<file path="src/rtl/mem_port_arbiter.sv">
// mem_port_arbiter: single memory port shared by the SREC boot loader, the
// fetch unit and the data-access path. Holds fetch off until the loader is
// done, then arbitrates fetch against data with a starvation guard for fetch.
// Every output is a register; grant/rvalid/write strobes are one-cycle pulses.
module mem_port_arbiter #(
  parameter int unsigned RD_LAT     = 1,  // grant edge to read-data sample edge (1..7)
  parameter int unsigned STARVE_LIM = 4   // lost arbitrations before fetch is forced (1..15)
) (
  input  logic        clk,
  input  logic        rst_n,
  // boot loader (write only)
  input  logic        boot_req_in,
  input  logic [31:0] boot_addr_in,
  input  logic [31:0] boot_data_in,
  input  logic [1:0]  boot_size_in,
  input  logic        boot_done_in,
  output logic        boot_gnt_out,
  // fetch unit (read only)
  input  logic        if_req_in,
  input  logic [31:0] if_addr_in,
  input  logic [1:0]  if_size_in,
  output logic        if_gnt_out,
  output logic        if_rvalid_out,
  output logic [31:0] if_rdata_out,
  // data-access path (loads and stores)
  input  logic        d_req_in,
  input  logic        d_we_in,
  input  logic [31:0] d_addr_in,
  input  logic [31:0] d_wdata_in,
  input  logic [1:0]  d_size_in,
  output logic        d_gnt_out,
  output logic        d_rvalid_out,
  output logic [31:0] d_rdata_out,
  // memory port
  output logic [31:0] mem_address_out,
  output logic [31:0] mem_data_out,
  output logic        mem_write_out,
  output logic [1:0]  mem_access_size_out,
  input  logic [31:0] mem_data_in,
  // pipeline control
  output logic        fetch_stall_out
);

  typedef enum logic [1:0] {
    BOOT    = 2'd0,
    RUN     = 2'd1,
    TURN    = 2'd2,
    WAIT_RD = 2'd3
  } state_t;

  localparam logic [2:0] LAT_INIT   = 3'(RD_LAT);
  localparam logic [3:0] STARVE_MAX = 4'(STARVE_LIM);

  state_t      state_reg;
  logic [2:0]  lat_cnt_reg;        // edges left until read data is sampled
  logic [3:0]  starve_cnt_reg;     // consecutive arbitrations fetch has lost
  logic        turn_to_run_reg;    // TURN returns to RUN (1) or BOOT (0)
  logic        owner_is_data_reg;  // which requester owns the outstanding read

  logic        fetch_wins;
  logic        data_wins;

  // RUN-state arbitration: fetch takes the port when data is idle or when it
  // has been passed over STARVE_LIM times in a row.
  always_comb begin
    fetch_wins = if_req_in && (!d_req_in || (starve_cnt_reg == STARVE_MAX));
    data_wins  = d_req_in && !fetch_wins;
  end

  // Sequencer: boot writes, run-time arbitration, write turnaround and read wait.
  always_ff @(posedge clk or negedge rst_n) begin
    if (!rst_n) begin
      state_reg           <= BOOT;
      lat_cnt_reg         <= '0;
      starve_cnt_reg      <= '0;
      turn_to_run_reg     <= 1'b0;
      owner_is_data_reg   <= 1'b0;
      boot_gnt_out        <= 1'b0;
      if_gnt_out          <= 1'b0;
      if_rvalid_out       <= 1'b0;
      if_rdata_out        <= '0;
      d_gnt_out           <= 1'b0;
      d_rvalid_out        <= 1'b0;
      d_rdata_out         <= '0;
      mem_address_out     <= '0;
      mem_data_out        <= '0;
      mem_write_out       <= 1'b0;
      mem_access_size_out <= '0;
      fetch_stall_out     <= 1'b1;
    end else begin
      // Strobes are single-cycle unless re-asserted below.
      boot_gnt_out  <= 1'b0;
      if_gnt_out    <= 1'b0;
      d_gnt_out     <= 1'b0;
      if_rvalid_out <= 1'b0;
      d_rvalid_out  <= 1'b0;
      mem_write_out <= 1'b0;

      // A fetch unit that is not asking cannot be starving.
      if (!if_req_in) begin
        starve_cnt_reg <= '0;
      end

      case (state_reg)
        BOOT: begin
          if (boot_req_in) begin
            boot_gnt_out        <= 1'b1;
            mem_address_out     <= boot_addr_in;
            mem_data_out        <= boot_data_in;
            mem_access_size_out <= boot_size_in;
            mem_write_out       <= 1'b1;
            turn_to_run_reg     <= 1'b0;
            state_reg           <= TURN;
          end else if (boot_done_in) begin
            fetch_stall_out <= 1'b0;
            state_reg       <= RUN;
          end
        end

        RUN: begin
          if (fetch_wins) begin
            if_gnt_out          <= 1'b1;
            mem_address_out     <= if_addr_in;
            mem_access_size_out <= if_size_in;
            starve_cnt_reg      <= '0;
            owner_is_data_reg   <= 1'b0;
            lat_cnt_reg         <= LAT_INIT;
            state_reg           <= WAIT_RD;
          end else if (data_wins) begin
            d_gnt_out           <= 1'b1;
            mem_address_out     <= d_addr_in;
            mem_access_size_out <= d_size_in;
            if (if_req_in && (starve_cnt_reg < STARVE_MAX)) begin
              starve_cnt_reg <= starve_cnt_reg + 4'd1;
            end
            if (d_we_in) begin
              mem_data_out    <= d_wdata_in;
              mem_write_out   <= 1'b1;
              turn_to_run_reg <= 1'b1;
              state_reg       <= TURN;
            end else begin
              owner_is_data_reg <= 1'b1;
              lat_cnt_reg       <= LAT_INIT;
              state_reg         <= WAIT_RD;
            end
          end
        end

        TURN: begin
          // Idle slot so the requester can drop req after seeing its grant.
          state_reg <= turn_to_run_reg ? RUN : BOOT;
        end

        WAIT_RD: begin
          if (lat_cnt_reg <= 3'd1) begin
            lat_cnt_reg <= '0;
            if (owner_is_data_reg) begin
              d_rdata_out  <= mem_data_in;
              d_rvalid_out <= 1'b1;
            end else begin
              if_rdata_out  <= mem_data_in;
              if_rvalid_out <= 1'b1;
            end
            state_reg <= RUN;
          end else begin
            lat_cnt_reg <= lat_cnt_reg - 3'd1;
          end
        end

        default: state_reg <= BOOT;
      endcase
    end
  end

endmodule

</file>
<file path="config.mk">
export PLATFORM = sky130hd
export DESIGN_NAME = mem_port_arbiter
export DESIGN_NICKNAME = d
export VERILOG_FILES = /design/src/rtl/mem_port_arbiter.sv
export SDC_FILE = /design/constraint.sdc
export NUM_CORES = 1
export LEC_CHECK = 0
export BUFFER_PORTS_ARGS = -buffer_cell sky130_fd_sc_hd__buf_2
export CORE_AREA = 2 2 134 136
export DETAILED_ROUTE_END_ITERATION = 8
export DIE_AREA = 0 0 136 138
export GPL_TIMING_DRIVEN = 0
export HOLD_SLACK_MARGIN = 0.12
export PLACE_DENSITY = 0.76
export SLEW_MARGIN = 20
export SYNTH_ARGS = -nofsm -noshare
export SYNTH_HDL_FRONTEND = slang
export SYNTH_SLANG_ARGS = --single-unit
</file>
<file path="constraint.sdc">
create_clock -name clk -period 5 [get_ports clk]
set_input_delay 0.25 -clock clk [delete_from_list [all_inputs] [get_ports clk]]
set_output_delay 0.25 -clock clk [all_outputs]
set_load 0.05 [all_outputs]
</file>
==> summary.txt, run 1 <==
Worst setup path
  • CP endpoint kind: register
  • Worst R2R Start: state_reg[1]$_DFFE_PN0P_
  • Critical Path AT: 2.45 ns
  • Crit path max-delay family: buffers and inverters
  • CP Launch Type: register
  • Max Fanout on Critical Path: 10
  • Buffers & Inverters on Critical Path: 4
  • Worst EP required: approximately 5.3 ns
  • Critical path launch point: state_reg[1]$_DFFE_PN0P_
  • Crit path largest cell delay: between 0.5 and 0.6 ns
  • Setup Crit Path Kind: register to register
  • CP cell instances: buf_4, nor2b_2, buf_6, buf_2, mux2i_1, dlygate4sd3_1, o21ai_1
  • Critical-path top delay cell: dlygate4sd3_1

Synth
  • Post-synthesis compound-gate area fraction: 0.168
  • Post-synth top cells: 147 x dfrtp_1, 72 x nand2_1, 55 x mux2_2
  • Main synth FF type: dfrtp_1
  • EDFF count, synth: 0
  • Most common cell in the netlist: dfrtp_1
  • Largest family of logic cells by synthesized area: compound AO/OA/AOI/OAI gates
  • Synthesized area per cell: 12.0 um2
  • Seq/Total Area, Yosys: 0.523
  • Adder-Cell Fraction of Synth Area: 0.00707
  • Post-synthesis xor/xnor area fraction: 0
  • Post-synth top area share: 0.520
  • Synth Area in Simple Gates: 0.0921
  • Netlist cell types: 45
  • Mux contribution to synthesized area: 0.147
  • Yosys reg bits: ~150
  • Synth top area cells: dfrtp_1 52%, mux2_2 8.8%, mux2i_1 4.5%
  • Gate Count Post-Synth: 592
  • Mapped cell area: slightly above 7000 um2
  • Async SR Flop Fraction: 1.00
  • Cell taking the most area after synthesis: dfrtp_1
  • YS warnings: 0
  • Post-synth net total: between 800 and 900

Power and ir drop
  • Cell Pwr Density: between 700 and 800 nW/um2
  • Worst IR Drop VDD: between 0.4 and 0.5 mV
  • Static Leak: roughly 0.0052 uW

Timing
  • F_max: around 470 MHz
  • Final hold viol count: 0
  • RSZ-0062 raised after global routing: no
  • Setup Skew: 0.0119 ns
  • Tcrit/Tclk final: 0.428
  • Max_slew headroom: 0.497
  • Worst slew pin tran: around 0.75 ns
  • Hold Slack: between 0.1 and 0.15 ns
  • Sum Neg Setup Slack: 0 ns
  • Final Max Slew Viols: 0
  • Min cycle time layout: roughly 2.1 ns
  • Setup violators final: 0

CTS
  • Hold-fix buffers, CTS: 73
  • CTS Root Buffer Type: clkbuf_16
  • Post CTS Setup Buffer Count: 0
  • TritonCTS clock tree: built
  • Sinks on Clock Net: 148
  • Depth of the CTS H-tree: 4
  • PostCTS Resize Cnt: 0
  • Worst skew pair latency: approximately 0.42 ns
  • Reg clk slew, reported paths: approximately 0.06 ns
  • Clk buf depth: 2
  • Cts bufs inserted: 17

Global routing
  • GRT overflow: 0
  • Pin count of the biggest net entering global routing: 86
  • Global Route Usage Sum: 0.229
  • Vias in the first global route: 6729
  • Initial antenna violation count: 0
  • First-pass GRT wire length: 33.9 mm

Drt
  • Routed wire length: 21.3 mm
  • DR vias/cell: 5.03
  • 1st-pass router iterations: 7
  • Routed via count: ~6400
  • Routed length per instance: 16.8 um
  • DRC: 0
  • Antenna-violating nets left: 0
  • Initial DRC Count: 264

Cells and area
  • Final core occ: 0.597
  • Area delta synth->final: 47.9%
  • Layout net count: 1234
  • Share of layout cells above drive strength 1: 0.500
  • Ant diodes: 0
  • Filler instances: around 1500
  • Final Non-Filler Cells: ~1300

Hold path
  • Hold Path Class: input port to register
  • Min-delay src: d_wdata_in[19]

Run status
  • Status: finished clean

Placement
  • Placed wire-length estimate: between 10 and 15 mm
  • Port Buffers: 340
  • Inst Count DP: approximately 1200
  • Gpl congestion: 0.866

Die
  • Die Span Y: ~140 um
  • # rows: around 50
  • Core area: 17500 um2
  • Die Width: ~140 um
  • Ports: between 300 and 400
  • Initial cell density of the core: 0.404
  • Die area: 18800 um2

Job
  • Max-cap viol count: 0
## report_power, final
group | switching (uW) | internal [uW]
Clock | 547 | 831
Sequential | 291 | 1790
Combinational | 3340 | 1450
Total | 4180 | 4070
## cell type report
type	instances	area [um2]	area share
plain buffers	50	402	0.0384
flip-flops and latches	148	3700	0.354
repair buffers	414	2470	0.236
well taps	229	287	0.0274
clock inverters	13	181	0.0173
multi-input cells	383	2930	0.280
inverters	11	41.3	0.00394
clock buffers	19	453	0.0433
## worst register-to-register path, cell delays in order, from the launching register on
cell and delay, ns:
dfrtp_1 0.35, buf_4 0.17, nor2b_2 0.13, buf_6 0.16
buf_2 0.34, mux2i_1 0.26, dlygate4sd3_1 0.57, o21ai_1 0.05
## cells by family (layout without fill, tap and decap cells)
logic type / count (synthesis) / after routing
buf+inv: 61 / 507
fa+ha+maj: 4 / 4
mux: 96 / 96
compound gates: 156 / 156
flops: 148 / 148
simple gates: 127 / 127
## layout by cell type, fill, tap and decap left out, types with 18 or more instances in the layout
cell / instances
dfrtp_1: 147
mux2i_1: 32
mux2_2: 55
and3_1: 35
buf_6: 22
nand2_1: 72
o21ai_1: 20
a21oi_1: 37
dlygate4sd3_1: 73
a211oi_2: 18
buf_2: 354
## metal layers
layer / global-route usage / wire length, um / vias to the layer above
met2: 0.399 / 10800 / 261
met4: 0.0817 / 519 / 0
met3: 0.0532 / 1330 / 39
met1: 0.275 / 8670 / 3069
li1: - / - / 3006
met5: 0 / 0 / -
## per-stage QoR
step	cell area [um2]	worst slack [ns]	total power (uW)
finish	10500	2.86	8250
detailed placement	9100	3.00	6780
CTS	10500	2.86	8280
floorplan	7080	3.28	5640
global placement	9070	1.50	6690
global route	10500	2.73	8670
## path summary, 6_finish.rpt
path / slack (ns) / cells past startpoint / to
max in group asynchronous: 3.87 / 3 / mem_data_out[1]$_DFFE_PN0P_
worst min-delay path: 0.13 / 3 / mem_data_out[19]$_DFFE_PN0P_
worst min register to register: 0.45 / 1 / fetch_stall_out$_DFFE_PN1P_
worst max register to register: 2.86 / 7 / mem_data_out[27]$_DFFE_PN0P_
worst max-delay path: 2.86 / 7 / mem_data_out[27]$_DFFE_PN0P_
min in group asynchronous: 0.34 / 2 / mem_address_out[24]$_DFFE_PN0P_
No activity file was read; power rests on OpenSTA's default activity.
==> inputs of run 2 (changes only) <==
Settings changed: ABC_AREA set to 1, CORE_AREA 2 2 134 136 to unset, CORE_MARGIN set to 1.5, CORE_UTILIZATION set to 43, DIE_AREA 0 0 136 138 to unset, PLACE_DENSITY 0.76 to 0.82.
Clock period 5 ns to 1.9 ns, I/O delays scaled along.
==> run 2 against run 1 <==
  * Utilization rose by 13 points
  * Die area shrank 5.0%
  * Non-clock buffer count up 136
  * Global-route usage is 11 points higher
  * Final cell count up 41%
  * Clock power up 140%
  * Combinational power rose to 2.6 times the previous value
  * Critical endpoint is now starve_cnt_reg[0]$_DFF_PN0_
  * Largest cell class is now non-clock buffers
==> summary.txt, run 2 <==
Run status
  • Status: finished clean

Timing
  • Tcrit/Tclk final: 0.962
  • Final Max Slew Viols: 0
  • Final hold viol count: 0
  • Setup violators final: 0
  • Final worst slack: just over 0.07 ns
  • F_max: around 550 MHz
  • Sum Neg Setup Slack: 0 ns
  • Setup Skew: 0.00847 ns
  • Max_slew headroom: 0.566
  • Min cycle time layout: between 1.5 and 2 ns
  • Worst slew pin tran: 0.652 ns

Synth
  • Post-synth top area share: 0.502
  • Yosys reg bits: about 150
  • Most common cell in the netlist: nand2_1
  • Seq/Total Area, Yosys: 0.506
  • YS warnings: 0
  • Mapped cell area: roughly 7300 um2
  • Cell taking the most area after synthesis: dfrtp_1
  • EDFF count, synth: 0
  • Main synth FF type: dfrtp_1
  • Post-synth net total: between 1000 and 1500
  • Async SR Flop Fraction: 1.00
  • Netlist cell types: 27
  • Post-synth top cells: 282 x nand2_1, 152 x inv_1, 147 x dfrtp_1
  • Synth top area cells: dfrtp_1 50%, nand2_1 14%, inv_1 7.8%
  • Synthesized area per cell: between 7 and 8 um2
  • Gate Count Post-Synth: 990

Cells and area
  • Most common cell after layout, fill and taps aside: buf_2
  • Design Area, Final: between 10000 and 15000 um2
  • Layout net count: 1763
  • Commonest cells after routing, fill and taps aside: 364 x buf_2, 281 x nand2_1, 204 x dlygate4sd3_1
  • Area delta synth->final: 63.7%
  • Final Non-Filler Cells: about 1800
  • Final core occ: 0.723
  • Share of layout cells above drive strength 1: 0.274

Worst setup path
  • R2r setup slk: roughly 0.071 ns
  • Critical Path AT: about 2.1 ns
  • Worst R2R Start: state_reg[0]$_DFFE_PN0P_
  • Setup Crit Path Kind: register to register
  • Critical Path Sink: starve_cnt_reg[0]$_DFF_PN0_
  • Max Fanout on Critical Path: 10
  • R2R depth: 7
  • Critical path launch point: state_reg[0]$_DFFE_PN0P_
  • Reg2reg end: starve_cnt_reg[0]$_DFF_PN0_
  • Worst EP required: about 2.2 ns
  • CP Launch Type: register
  • CP endpoint kind: register

Placement
  • Pre-CTS WS: between 0.15 and 0.2 ns
  • Gpl congestion: ~0.91
  • Port Buffers: 340
  • Placed wire-length estimate: 17.0 mm
  • Inst Count DP: roughly 1600
  • Placed Instance Area: 9340 um2

CTS
  • Worst skew pair latency: a little over 0.4 ns
  • Cts bufs inserted: 17
  • CTS Root Buffer Type: clkbuf_16
  • Sinks on Clock Net: ~150
  • Reg clk slew, reported paths: ~0.060 ns
  • Post CTS Setup Buffer Count: 0
  • Depth of the CTS H-tree: 4
  • Clk buf depth: 2
  • TritonCTS clock tree: built

Power and ir drop
  • P_sw: approximately 12000 uW
  • Sw Ratio: 0.547
  • Internal: 9670 uW
  • Logic gate share of total power: 0.587
  • Clock power frac: 0.156
  • Static Leak: a little under 0.007 uW
  • Cell Pwr Density: ~1800 nW/um2
  • Reg power frac: 0.258
  • Worst IR Drop VDD: 1.13 mV

Drt
  • Initial DRC Count: ~860
  • Routed wire length: between 30 and 40 mm
  • Routed length per instance: between 15 and 20 um
  • Antenna-violating nets left: 0
  • Routed via count: 9417
  • DR vias/cell: about 5.3
  • DRC: 0
  • 1st-pass router iterations: 8

Die
  • Initial cell density of the core: 0.442
  • Core area: 16600 um2
  • Die Span Y: 134 um
  • Die area: 17800 um2
  • # rows: 47
  • Ports: between 300 and 400
  • Die Width: ~130 um

Hold path
  • Hold Path Class: input port to register

Global routing
  • First-pass GRT wire length: 48.0 mm
  • Global Route Usage Sum: 0.343
  • GRT overflow: 0
  • Pin count of the biggest net entering global routing: between 70 and 80
  • Vias in the first global route: 9597
  • Initial antenna violation count: 2

Job
  • Max-cap viol count: 0
run 2: cell types whose count changed in the layout (fill, tap and decap cells not counted), moves of 35 or more:
cell / before / now
mux2_2: 55 / 0
dlygate4sd3_1: 73 / 204
and3_1: 35 / 0
nand2_1: 72 / 281
nand3_1: 4 / 111
nor2_1: 2 / 110
inv_1: 11 / 152
run 2: power by group through the flow:
stage	logic, uW	registers [uW]	clock network, uW
2_1_floorplan	3790	10200	0
6_report	12500	5510	3320
4_1_cts	12100	5420	3370
3_5_place_dp	11700	5450	0
3_3_place_gp	11500	5420	0
5_1_grt	13300	5620	3500
run 2: area by class of cell:
class	instances	area (um2)
timing repair buffer	545	3780
fill	1069	4590
tap	220	275
clock buffer	21	470
clock inverter	11	114
inverter	157	589
sequential	148	3700
multi-input combinational	630	2750
buffer	55	304
antenna	2	5.00
run 2: stage by stage:
| step | hold WS [ns] | power [uW] |
|---|---|---|
| after CTS | 0.126 | 20800 |
| after global placement | 0.271 | 16900 |
| after global routing | 0.189 | 22400 |
| after detailed placement | 0.0874 | 17200 |
| after floorplan | -0.201 | 14000 |
| final | 0.165 | 21400 |
run 2: layer usage:
layer / track usage / share of wire / vias to the layer above
met5: 0 / 0 / -
met4: 0.222 / 0.069 / 0
met3: 0.0944 / 0.10 / 220
met2: 0.568 / 0.47 / 786
met1: 0.391 / 0.35 / 4250
li1: - / - / 4161
run 2: what timing repair did:
| action | in CTS | in global routing |
|---|---|---|
| gates resized for setup | 0 | 11 |
| hold endpoints to repair | 213 | 0 |
| setup endpoints to repair | 0 | 11 |
| hold buffers | 204 | 0 |
run 2: cell families (layout without fill, tap and decap cells):
| family | count (synthesis) | in the layout | synth area share |
|---|---|---|---|
| AOI/OAI and AO/OA | 106 | 106 | 0.0728 |
| other | 0 | 2 | 0 |
| and+or+nand+nor | 519 | 519 | 0.294 |
| buffers and inverters | 212 | 789 | 0.120 |
| DFF | 148 | 148 | 0.506 |
| adders and majority gates | 4 | 4 | 0.00683 |
| xor gates and xnor gates | 1 | 1 | 0.00120 |
run 2: how the worst min path moves through the flow:
stage | from | endpoint | slack (ns) | depth (start not counted)
final | boot_size_in[0] | mem_access_size_out[0]$_DFFE_PN0P_ | 0.16 | 5
after detailed placement | rst_n | mem_access_size_out[0]$_DFFE_PN0P_ | 0.09 | 1
after global placement | boot_done_in | fetch_stall_out$_DFFE_PN1P_ | 0.27 | 2
after global routing | boot_size_in[0] | mem_access_size_out[0]$_DFFE_PN0P_ | 0.19 | 5
after CTS | boot_size_in[0] | mem_access_size_out[0]$_DFFE_PN0P_ | 0.13 | 5
after floorplan | rst_n | boot_gnt_out$_DFF_PN0_ | -0.20 | 0
run 2: worst max-delay path, cell delays in order, from the launching register on:
cell and delay [ns]:
dfrtp_1 0.33, buf_4 0.14, inv_2 0.05, nor2_4 0.21, buf_2 0.30, nand4_1 0.18
o21ai_0 0.33, nor2_1 0.13
==> inputs of run 3 (changes only) <==
Settings changed: GPL_TIMING_DRIVEN 0 to unset, RECOVER_POWER set to 100.
==> run 3 against run 2 <==
  * Worst setup slack lost 0.075 ns
  * Via count down 3.4%
  * The run now ends with setup timing left
  * Count of clock-buffer cells in the layout is 2 lower
  * Flip-flop and latch count is the same
  * Clock skew about the same
  * Critical path depth grew 1
==> summary.txt, run 3 (synthesis results as in run 2) <==
Cells and area
  • Filler instances: between 1000 and 1500
  • FF+latch area: 3710 um2
  • Final Non-Filler Cells: 1750
  • Commonest cells after routing, fill and taps aside: 282 x nand2_1, 204 x dlygate4sd3_1, 203 x buf_2
  • Multi-input gate area: around 2800 um2
  • Share of layout cells above drive strength 1: 0.179
  • Area delta synth->final: 60.5%
  • Final core occ: 0.709
  • Most common cell after layout, fill and taps aside: nand2_1
  • Layout net count: approximately 1700

Power and ir drop
  • Cell Pwr Density: about 1800 nW/um2
  • Worst IR Drop VDD: 1.34 mV
  • Static Leak: ~0.0064 uW

Worst setup path
  • R2R depth: 8
  • Worst EP required: roughly 2.3 ns
  • Critical Path AT: 2.25 ns
  • Max Fanout on Critical Path: 22
  • Setup Crit Path Kind: register to register
  • CP Launch Type: register
  • CP endpoint kind: register

CTS
  • Worst skew pair latency: just over 0.4 ns
  • Reg clk slew, reported paths: approximately 0.06 ns
  • TritonCTS clock tree: built
  • Clk buf depth: 2
  • Post CTS Setup Buffer Count: 0
  • CTS Root Buffer Type: clkbuf_16
  • Sinks on Clock Net: between 100 and 150
  • Depth of the CTS H-tree: 4
  • Cts bufs inserted: 17

Die
  • Core area: 16600 um2
  • Die Span Y: between 100 and 150 um
  • # rows: between 40 and 50
  • Ports: 342
  • Die area: roughly 18000 um2
  • Initial cell density of the core: 0.442
  • Die Width: 134 um

Placement
  • Pre-CTS WS: 0.160 ns
  • Placed wire-length estimate: roughly 15 mm
  • Port Buffers: around 340
  • Inst Count DP: 1513
  • Gpl congestion: about 0.88

Global routing
  • Initial antenna violation count: 1
  • Pin count of the biggest net entering global routing: 66
  • GRT overflow: 0
  • First-pass GRT wire length: roughly 45 mm
  • Global Route Usage Sum: 0.320
  • Vias in the first global route: 9175

Timing
  • Hold Slack: between 0.2 and 0.25 ns
  • RSZ-0062 raised after global routing: yes
  • Tcrit/Tclk final: 1.00
  • Worst slew pin tran: ~1.0 ns
  • Final worst slack: -0.00391 ns
  • Final hold viol count: 0
  • Final Max Slew Viols: 0
  • Min cycle time layout: between 1.5 and 2 ns
  • Setup violators final: 1
  • Max_slew headroom: 0.308
  • Setup Skew: just over 0.008 ns
  • F_max: about 530 MHz
  • Sum Neg Setup Slack: -0.00391 ns

Hold path
  • Min-Delay Path Depth: 5
  • Hold Path Class: input port to register

Drt
  • Routed wire length: roughly 28 mm
  • Antenna-violating nets left: 0
  • 1st-pass router iterations: 6
  • DRC: 0
  • DR vias/cell: roughly 5.2
  • Routed via count: around 9100
  • Initial DRC Count: between 800 and 900
  • Routed length per instance: 16.3 um

Run status
  • Failing checks: setup timing
  • Status: complete, but fails checks

Job
  • Max-cap viol count: 0
run 3: cell count changes in the layout (fill, tap and decap cells not counted), moves of 2 or more:
cell,previous run,this run
clkbuf_1,13,137
dfrtp_1,147,145
clkbuf_4,4,0
buf_6,4,6
bufinv_16,1,3
inv_8,1,3
dfrtp_2,0,2
o21ai_1,50,47
buf_2,364,203
buf_12,0,4
nand3_1,111,109
buf_1,3,0
buf_4,5,7
o21ai_0,17,20
run 3: what timing repair did:
item | 4_1_cts | 5_1_grt
hold buffers | 204 | 0
endpoints found under the hold margin | 287 | 0
resized for setup | 0 | 10
setup endpoints to repair | 0 | 32
run 3: path summary, 6_finish.rpt:
check	from	slack, ns	end
worst max-delay path	state_reg[0]$_DFFE_PN0P_	-0.004	mem_data_out[16]$_DFFE_PN0P_
worst min-delay path	boot_addr_in[8]	0.20	mem_address_out[8]$_DFFE_PN0P_
worst max register to register	state_reg[0]$_DFFE_PN0P_	-0.004	mem_data_out[16]$_DFFE_PN0P_
worst min register to register	if_rdata_out[22]$_DFFE_PN0P_	0.49	if_rdata_out[22]$_DFFE_PN0P_
max in group asynchronous	rst_n	0.45	d_rdata_out[6]$_DFFE_PN0P_
min in group asynchronous	rst_n	0.40	mem_address_out[28]$_DFFE_PN0P_
run 3: worst max-delay path: stages, from the launching register on:
cell	delay [ns]
dfrtp_2	0.43
inv_2	0.07
nor2_4	0.11
buf_4	0.28
nand2_1	0.14
nand2_1	0.07
dlygate4sd3_1	0.56
nand2_1	0.08
nand2_1	0.09
run 3: final cells by class:
class / instances / area share
diodes: 1 / 0.000213
clock buffers: 19 / 0.0385
clock inverters: 13 / 0.0157
inverters: 157 / 0.0501
multi-input cells: 630 / 0.235
flip-flops and latches: 148 / 0.315
well taps: 220 / 0.0234
repair buffers: 562 / 0.321
run 3: per-layer routing:
metal  vias to the layer above  GRT usage  part of all wire
li1                       4087          -                 -
met1                      4126      0.373              0.36
met2                       689      0.533              0.48
met3                       194     0.0715             0.093
met4                         0      0.206             0.064
met5                         -          0                 0
run 3: through the flow:
stage                     cell area [um2]  total power (uW)
after floorplan                      7320             14000
after global placement               9240             16600
after detailed placement             9240             16900
after CTS                           11900             21200
after global routing                11800             22400
final                               11800             21300
run 3: power by group:
| group | leakage [uW] | switching (uW) | internal, uW |
|---|---|---|---|
| Clock | 0.000311 | 1400 | 2190 |
| Combinational | 0.00424 | 9220 | 2920 |
| Sequential | 0.00180 | 927 | 4660 |
